**src/rtl/match_ctrl_if.sv**
```systemverilog
// Bundle between the Pong match sequencer and the rest of the game: frame strobe, button,
// paddle events and scores in; sequencing, ball control and score-counter pulses out.
interface match_ctrl_if #(
    parameter int unsigned SCORE_W = 4
);
    logic               tick;
    logic               start_btn;
    logic               hit_left;
    logic               hit_right;
    logic               miss_left;
    logic               miss_right;
    logic [SCORE_W-1:0] score_left;
    logic [SCORE_W-1:0] score_right;

    logic [2:0]         state;
    logic               ball_enable;
    logic               ball_reset;
    logic               serve_dir;
    logic               point_left;
    logic               point_right;
    logic               score_clear;
    logic [7:0]         rally_hits;
    logic [1:0]         speed_level;
    logic               game_over;
    logic               winner;

    modport master (
        output tick, start_btn, hit_left, hit_right, miss_left, miss_right,
               score_left, score_right,
        input  state, ball_enable, ball_reset, serve_dir, point_left, point_right,
               score_clear, rally_hits, speed_level, game_over, winner
    );

    modport slave (
        input  tick, start_btn, hit_left, hit_right, miss_left, miss_right,
               score_left, score_right,
        output state, ball_enable, ball_reset, serve_dir, point_left, point_right,
               score_clear, rally_hits, speed_level, game_over, winner
    );
endinterface

```
**src/rtl/match_ctrl.sv**
```systemverilog
// Pong match sequencer: serve / rally / point / game-over flow with registered outputs.
// Define MATCH_AUTO_RESTART_EN to let GAME_OVER fall back to IDLE after GAMEOVER_HOLD ticks.
module match_ctrl #(
    parameter int unsigned SCORE_W        = 4,
    parameter int unsigned WIN_SCORE      = 10,
    parameter int unsigned SERVE_DELAY    = 60,
    parameter int unsigned POINT_HOLD     = 90,
    parameter int unsigned HITS_PER_LEVEL = 4,
    parameter int unsigned GAMEOVER_HOLD  = 180
) (
    input logic        clk,
    input logic        reset,
    match_ctrl_if.slave ctrl
);

    localparam int unsigned MaxSp    = (SERVE_DELAY > POINT_HOLD) ? SERVE_DELAY : POINT_HOLD;
    localparam int unsigned MaxDelay = (MaxSp > GAMEOVER_HOLD) ? MaxSp : GAMEOVER_HOLD;
    localparam int unsigned CntW     = (MaxDelay > 0) ? $clog2(MaxDelay + 1) : 1;
    localparam int unsigned LvlW     = (HITS_PER_LEVEL > 1) ? $clog2(HITS_PER_LEVEL) : 1;

    typedef enum logic [2:0] {
        StIdle      = 3'd0,
        StServeWait = 3'd1,
        StRally     = 3'd2,
        StPointHold = 3'd3,
        StGameOver  = 3'd4
    } state_e;

    state_e            state_q, state_d;
    logic [CntW-1:0]   cnt_q, cnt_d;
    logic [LvlW-1:0]   lvl_cnt_q, lvl_cnt_d;
    logic              start_prev_q;
    logic              serve_dir_q, serve_dir_d;
    logic              point_left_q, point_left_d;
    logic              point_right_q, point_right_d;
    logic              score_clear_q, score_clear_d;
    logic [7:0]        rally_hits_q, rally_hits_d;
    logic [1:0]        speed_level_q, speed_level_d;
    logic              winner_q, winner_d;
    logic              ball_enable_q, ball_reset_q, game_over_q;

    logic              start_edge;
    logic              cnt_zero;
    logic              left_won, right_won;

    assign start_edge = ctrl.start_btn & ~start_prev_q;
    assign cnt_zero   = (cnt_q == '0);
    assign left_won   = {{(32 - SCORE_W){1'b0}}, ctrl.score_left} >= WIN_SCORE;
    assign right_won  = {{(32 - SCORE_W){1'b0}}, ctrl.score_right} >= WIN_SCORE;

    always_comb begin
        state_d       = state_q;
        serve_dir_d   = serve_dir_q;
        point_left_d  = 1'b0;
        point_right_d = 1'b0;
        score_clear_d = 1'b0;
        rally_hits_d  = rally_hits_q;
        speed_level_d = speed_level_q;
        lvl_cnt_d     = lvl_cnt_q;
        winner_d      = winner_q;

        unique case (state_q)
            StIdle: begin
                if (start_edge) begin
                    state_d       = StServeWait;
                    score_clear_d = 1'b1;
                    serve_dir_d   = 1'b1;
                end
            end
            StServeWait: begin
                if (cnt_zero) begin
                    state_d       = StRally;
                    rally_hits_d  = '0;
                    speed_level_d = '0;
                    lvl_cnt_d     = '0;
                end
            end
            StRally: begin
                // A miss ends the rally and swallows any hit in the same cycle.
                if (ctrl.miss_left || ctrl.miss_right) begin
                    state_d = StPointHold;
                    if (ctrl.miss_left && ctrl.miss_right) begin
                        serve_dir_d = ~serve_dir_q;
                    end else if (ctrl.miss_left) begin
                        point_right_d = 1'b1;
                        serve_dir_d   = 1'b0;
                    end else begin
                        point_left_d = 1'b1;
                        serve_dir_d  = 1'b1;
                    end
                end else if ((ctrl.hit_left || ctrl.hit_right) && (rally_hits_q != 8'hff)) begin
                    rally_hits_d = rally_hits_q + 8'd1;
                    if (lvl_cnt_q == LvlW'(HITS_PER_LEVEL - 1)) begin
                        lvl_cnt_d = '0;
                        if (speed_level_q != 2'd3) speed_level_d = speed_level_q + 2'd1;
                    end else begin
                        lvl_cnt_d = lvl_cnt_q + LvlW'(1);
                    end
                end
            end
            StPointHold: begin
                if (cnt_zero) begin
                    if (left_won) begin
                        state_d  = StGameOver;
                        winner_d = 1'b0;
                    end else if (right_won) begin
                        state_d  = StGameOver;
                        winner_d = 1'b1;
                    end else begin
                        state_d = StServeWait;
                    end
                end
            end
            StGameOver: begin
                if (start_edge) begin
                    state_d       = StServeWait;
                    score_clear_d = 1'b1;
                    serve_dir_d   = 1'b1;
                end
`ifdef MATCH_AUTO_RESTART_EN
                else if (cnt_zero) begin
                    state_d       = StIdle;
                    score_clear_d = 1'b1;
                end
`endif
            end
            default: state_d = StIdle;
        endcase

        // Delay counter reloads on every state change, otherwise counts ticks down to zero.
        cnt_d = cnt_q;
        if (state_d != state_q) begin
            case (state_d)
                StServeWait: cnt_d = CntW'(SERVE_DELAY);
                StPointHold: cnt_d = CntW'(POINT_HOLD);
                StGameOver:  cnt_d = CntW'(GAMEOVER_HOLD);
                default:     cnt_d = '0;
            endcase
        end else if (ctrl.tick && !cnt_zero) begin
            cnt_d = cnt_q - CntW'(1);
        end
    end

    always_ff @(posedge clk) begin
        if (reset) begin
            state_q       <= StIdle;
            cnt_q         <= '0;
            lvl_cnt_q     <= '0;
            start_prev_q  <= 1'b0;
            serve_dir_q   <= 1'b1;
            point_left_q  <= 1'b0;
            point_right_q <= 1'b0;
            score_clear_q <= 1'b0;
            rally_hits_q  <= '0;
            speed_level_q <= '0;
            winner_q      <= 1'b0;
            ball_enable_q <= 1'b0;
            ball_reset_q  <= 1'b1;
            game_over_q   <= 1'b0;
        end else begin
            state_q       <= state_d;
            cnt_q         <= cnt_d;
            lvl_cnt_q     <= lvl_cnt_d;
            start_prev_q  <= ctrl.start_btn;
            serve_dir_q   <= serve_dir_d;
            point_left_q  <= point_left_d;
            point_right_q <= point_right_d;
            score_clear_q <= score_clear_d;
            rally_hits_q  <= rally_hits_d;
            speed_level_q <= speed_level_d;
            winner_q      <= winner_d;
            ball_enable_q <= (state_d == StRally);
            ball_reset_q  <= (state_d != StRally);
            game_over_q   <= (state_d == StGameOver);
        end
    end

    assign ctrl.state       = state_q;
    assign ctrl.ball_enable = ball_enable_q;
    assign ctrl.ball_reset  = ball_reset_q;
    assign ctrl.serve_dir   = serve_dir_q;
    assign ctrl.point_left  = point_left_q;
    assign ctrl.point_right = point_right_q;
    assign ctrl.score_clear = score_clear_q;
    assign ctrl.rally_hits  = rally_hits_q;
    assign ctrl.speed_level = speed_level_q;
    assign ctrl.game_over   = game_over_q;
    assign ctrl.winner      = winner_q;

endmodule

```
**src/flat_wrapper.sv**
```systemverilog
// flat-port wrapper written by rule: the top's interface ports become plain ports
module match_ctrl_flat 
#(
    parameter int unsigned SCORE_W        = 4,
    parameter int unsigned WIN_SCORE      = 10,
    parameter int unsigned SERVE_DELAY    = 60,
    parameter int unsigned POINT_HOLD     = 90,
    parameter int unsigned HITS_PER_LEVEL = 4,
    parameter int unsigned GAMEOVER_HOLD  = 180
)
  (clk, reset, ctrl_tick, ctrl_start_btn, ctrl_hit_left, ctrl_hit_right, ctrl_miss_left, ctrl_miss_right, ctrl_score_left, ctrl_score_right, ctrl_state, ctrl_ball_enable, ctrl_ball_reset, ctrl_serve_dir, ctrl_point_left, ctrl_point_right, ctrl_score_clear, ctrl_rally_hits, ctrl_speed_level, ctrl_game_over, ctrl_winner);
  match_ctrl_if #(.SCORE_W(SCORE_W)) ctrl_i ();
  input logic clk;
  input logic reset;
  input wire logic [$bits(ctrl_i.tick)-1:0] ctrl_tick;
  input wire logic [$bits(ctrl_i.start_btn)-1:0] ctrl_start_btn;
  input wire logic [$bits(ctrl_i.hit_left)-1:0] ctrl_hit_left;
  input wire logic [$bits(ctrl_i.hit_right)-1:0] ctrl_hit_right;
  input wire logic [$bits(ctrl_i.miss_left)-1:0] ctrl_miss_left;
  input wire logic [$bits(ctrl_i.miss_right)-1:0] ctrl_miss_right;
  input wire logic [$bits(ctrl_i.score_left)-1:0] ctrl_score_left;
  input wire logic [$bits(ctrl_i.score_right)-1:0] ctrl_score_right;
  output wire logic [$bits(ctrl_i.state)-1:0] ctrl_state;
  output wire logic [$bits(ctrl_i.ball_enable)-1:0] ctrl_ball_enable;
  output wire logic [$bits(ctrl_i.ball_reset)-1:0] ctrl_ball_reset;
  output wire logic [$bits(ctrl_i.serve_dir)-1:0] ctrl_serve_dir;
  output wire logic [$bits(ctrl_i.point_left)-1:0] ctrl_point_left;
  output wire logic [$bits(ctrl_i.point_right)-1:0] ctrl_point_right;
  output wire logic [$bits(ctrl_i.score_clear)-1:0] ctrl_score_clear;
  output wire logic [$bits(ctrl_i.rally_hits)-1:0] ctrl_rally_hits;
  output wire logic [$bits(ctrl_i.speed_level)-1:0] ctrl_speed_level;
  output wire logic [$bits(ctrl_i.game_over)-1:0] ctrl_game_over;
  output wire logic [$bits(ctrl_i.winner)-1:0] ctrl_winner;
  assign ctrl_i.tick = ctrl_tick;
  assign ctrl_i.start_btn = ctrl_start_btn;
  assign ctrl_i.hit_left = ctrl_hit_left;
  assign ctrl_i.hit_right = ctrl_hit_right;
  assign ctrl_i.miss_left = ctrl_miss_left;
  assign ctrl_i.miss_right = ctrl_miss_right;
  assign ctrl_i.score_left = ctrl_score_left;
  assign ctrl_i.score_right = ctrl_score_right;
  assign ctrl_state = ctrl_i.state;
  assign ctrl_ball_enable = ctrl_i.ball_enable;
  assign ctrl_ball_reset = ctrl_i.ball_reset;
  assign ctrl_serve_dir = ctrl_i.serve_dir;
  assign ctrl_point_left = ctrl_i.point_left;
  assign ctrl_point_right = ctrl_i.point_right;
  assign ctrl_score_clear = ctrl_i.score_clear;
  assign ctrl_rally_hits = ctrl_i.rally_hits;
  assign ctrl_speed_level = ctrl_i.speed_level;
  assign ctrl_game_over = ctrl_i.game_over;
  assign ctrl_winner = ctrl_i.winner;
  match_ctrl #(.SCORE_W(SCORE_W), .WIN_SCORE(WIN_SCORE), .SERVE_DELAY(SERVE_DELAY), .POINT_HOLD(POINT_HOLD), .HITS_PER_LEVEL(HITS_PER_LEVEL), .GAMEOVER_HOLD(GAMEOVER_HOLD)) u_core (.clk(clk), .reset(reset), .ctrl(ctrl_i));
endmodule
```
**config.mk**
```make
export PLATFORM = sky130hd
export DESIGN_NAME = match_ctrl_flat
export DESIGN_NICKNAME = d
export VERILOG_FILES = /design/src/rtl/match_ctrl_if.sv /design/src/rtl/match_ctrl.sv /design/src/flat_wrapper.sv
export SDC_FILE = /design/constraint.sdc
export NUM_CORES = 1
export LEC_CHECK = 0
export CAP_MARGIN = 30
export CORE_MARGIN = 2
export CORE_UTILIZATION = 30
export DETAILED_ROUTE_END_ITERATION = 10
export PLACE_DENSITY_LB_ADDON = 0.1
export SYNTH_ARGS = -nofsm -noshare
export SYNTH_HDL_FRONTEND = slang
export SYNTH_SLANG_ARGS = --single-unit
```
**constraint.sdc**
```tcl
create_clock -name clk -period 2.3 [get_ports clk]
set_clock_uncertainty 0.15 [all_clocks]
set_input_delay 0.23 -clock clk [delete_from_list [all_inputs] [get_ports clk]]
set_output_delay 0.23 -clock clk [all_outputs]
set_load 0.05 [all_outputs]
```
==> results.py <==
metrics = {
    "placed_design": {
        "dpl_worst_slack_ns": 0.03859,
        "place_congestion": 0.8149,
        "hpwlAfterDp_um": 3303,
        "port_buffers": 34,
    },
    "clocking": {
        "clkLatencyLatePin_ns": 0.29,
        "cts_tree": "yes",
        "cts_buffer_depth": 2,
        "htreeDepth": 2,
        "clockRootBuffer": "clkbuf_8",
        "hold_buffers": 0,
        "cts.reportedPaths.clkPinSlew_ns": 0.07,
        "clock-sinks": 32,
        "cts_made_buffers": 5,
    },
    "power": {
        "combPwrFrac": 0.496,
        "clock_power_share": 0.190,
        "p_sw_uw": 969.2,
        "p_leak_uw": 0.0008552,
        "ir_worst_vdd_mv": 0.3842,
        "swShare": 0.4017,
        "pwr-share-seq": 0.314,
        "power.internal_uw": 1444,
        "pwr_density_cell_mw_per_mm2": 1045,
    },
    "logic_synthesis": {
        "synth_flop_cell": "dfxtp_1",
        "ys_warn_count": 0,
        "ys_seq_area_frac": 0.3908,
        "ys_types": 51,
        "syn_nets": 209,
        "yosys.area.top_type": "dfxtp_1",
        "synth_edf_count": 0,
        "synth_area_per_cell_um2": 8.672,
        "synthTopCellsByArea": "dfxtp_1 39%, nor2_1 3.2%, ha_1 3.1%",
        "yosys.area.top_type_share": 0.3908,
        "synthesis.instances": 189,
        "async_flop_share": 0,
        "syn_area_mm2": 0.001639,
        "ys_ff_latch": 32,
    },
    "grt": {
        "grt.busiest_layer": "met2",
        "grt_usage": 0.1527,
        "grt_antenna_before_repair": 0,
        "grt_pass1_vias": 1542,
        "grt_pass1_wl_um": 7376,
        "grt_util_met1": 0.1984,
        "grt_max_degree": 17,
        "grtUsageMet3": 0.03837,
        "gr-total-overflow": 0,
        "met2_usage": 0.2431,
    },
    "timing": {
        "slew_violations": 0,
        "fin_setup_tns_ns": 0,
        "relSlewSlack": 0.6637,
        "worstMarginPinSlew_ns": 0.5029,
        "hold_viol_final": 0,
        "rsz0062_at_grt": "false",
        "post-route-period-util": 0.9516,
        "whs_ns": 0.3336,
        "fin_crit_ns": 2.189,
        "setup_viol": 0,
        "max_freq_mhz": 456.9,
        "timing.final.ws_setup_ns": 0.1113,
    },
    "run_status": {
        "status": "complete, no violations",
    },
    "final_layout": {
        "fillers": 530,
        "num_antenna_cells": 0,
        "nNetsFinal": 262,
        "final_cell_mix": "34 x clkdlybuf4s50_1, 29 x dfxtp_1, 20 x buf_4",
        "final_core_util": 0.4435,
        "final_common_cell": "clkdlybuf4s50_1",
        "drive_above_1_share": 0.1811,
        "area_growth_pct": 40.84,
    },
    "setup_path": {
        "cp_max_fo": 8,
        "critPathLaunch": "u_core.cnt_q[1]",
        "end_kind": "register",
        "cp.arrival_ns": 2.26,
        "crit_type": "register to register",
        "critical_path.slowest_cell": "a211o_4",
        "reg2reg_from": "u_core.cnt_q[1]",
        "path_cells": "inv_1 > ha_2 > and4bb_2 > nand3_2 > a211o_4 > buf_4 > or3_1 > a21oi_1",
        "critPathBufInv": 2,
        "cp.required_ns": 2.37,
        "crit_family": "simple AND/OR/NAND/NOR gates",
        "worstSetupStartpointType": "register",
        "cpPeakStageDelay_ns": 0.38,
    },
    "detailed_routing": {
        "postRouteAntennaNets": 0,
        "first_iter_violations": 115,
        "vias": 1620,
        "wl_per_cell_um": 14.09,
        "drc": 0,
        "dr.pass1.iters": 5,
        "drt-total-wl_um": 4411,
        "vias_per_cell": 5.176,
    },
    "floorplan": {
        "die-height_um": 77.92,
        "die_area_mm2": 0.006071,
        "rows": 26,
        "ioPinCount": 37,
        "start_util": 0.3149,
        "dieWidth_um": 77.92,
        "coreArea_mm2": 0.005205,
    },
    "min_path": {
        "hp-class": "register to register",
        "worstHoldStart": "u_core.lvl_cnt_q[0]",
    },
    "flow_run": {
        "cap_violations": 0,
    },
}
==> power by group through the flow <==
stage	clock network (uW)	registers, uW	logic [uW]
6_report	458	758	1200
4_1_cts	475	754	1120
5_1_grt	497	768	1310
2_1_floorplan	0	810	673
3_5_place_dp	0	763	1120
3_3_place_gp	0	757	1100
==> per-stage QoR <==
stage	cell area (um2)	std cells	total power [uW]
after floorplan	1643	189	1484
after global placement	2171	303	1856
after detailed placement	2171	303	1878
after CTS	2261	311	2347
after global routing	2308	313	2572
final	2308	313	2413
==> synth_stat cells (2+ instances only) <==
cell and instances:
nand3_1 10, nor2_2 2, nand4_1 2, o31ai_1 3, a211oi_1 6, a22o_1 2, o2111ai_1 2, nor3b_1 2
nor2b_1 7, xnor2_1 2, a221o_1 2, or2_2 2, mux2i_1 2, or4_1 5, ha_1 4, nor4_1 3
and3_1 2, clkbuf_1 4, xor2_1 2, a221oi_1 2, nor2_1 14, or3_1 2, dfxtp_1 32, a21oi_1 9
o21ai_0 9, and2_1 2, nand2b_1 3, buf_2 4, nand4b_1 2, a31oi_1 3, nand2_1 12, inv_1 6
nor3_1 7
==> cell families (layout without fill, tap and decap cells) <==
group	after synthesis	count (layout)	synth area share
AOI/OAI and AO/OA	49	49	0.2122
buffers and inverters	14	68	0.03511
muxes	3	3	0.01908
DFF	32	32	0.3908
and+or+nand+nor	83	83	0.2908
adders and majority gates	4	4	0.03054
xor gates and xnor gates	4	4	0.02138
==> tightest hold or removal path: stages (launching register included) <==
cell and delay, ns:
dfxtp_1 0.32, nand2_1 0.06, a21oi_1 0.06
==> timing repair <==
item / CTS / global route
hold endpoints to repair: 0 / 0
gates resized for setup: 0 / 6
endpoints found under the setup margin: 0 / 5
buffers inserted: 0 / 2
==> state kept, by name (all words and copies together) (netlist names), 2 cells and up <==
name,cells
u_core.cnt_q,8
u_core.ctrl.rally_hits,8
u_core.ctrl.state,3
u_core.ctrl.speed_level,2
u_core.lvl_cnt_q,2
==> final timing paths <==
kind,end,slack (ns),depth (start not counted)
min,u_core.lvl_cnt_q[0],0.33,2
max reg2reg,u_core.ctrl.rally_hits[3],0.11,8
max,u_core.ctrl.rally_hits[3],0.11,8
min reg2reg,u_core.lvl_cnt_q[0],0.33,2
==> metal layers <==
layer | vias to the layer above | share of wire
met4 | 0 | 0.015
met1 | 757 | 0.47
li1 | 812 | -
met5 | - | 0
met3 | 6 | 0.051
met2 | 45 | 0.46
==> layout make-up <==
| type | instances | area, um2 | area share |
|---|---|---|---|
| Clock buffer | 8 | 90.09 | 0.03902 |
| Inverter | 6 | 22.52 | 0.009756 |
| Multi-Input combinational cell | 143 | 973.4 | 0.4217 |
| Sequential cell | 32 | 644.4 | 0.2791 |
| Tap cell | 70 | 87.58 | 0.03794 |
| Timing Repair Buffer | 54 | 490.5 | 0.2125 |
Power figures use the tool's default switching activity.
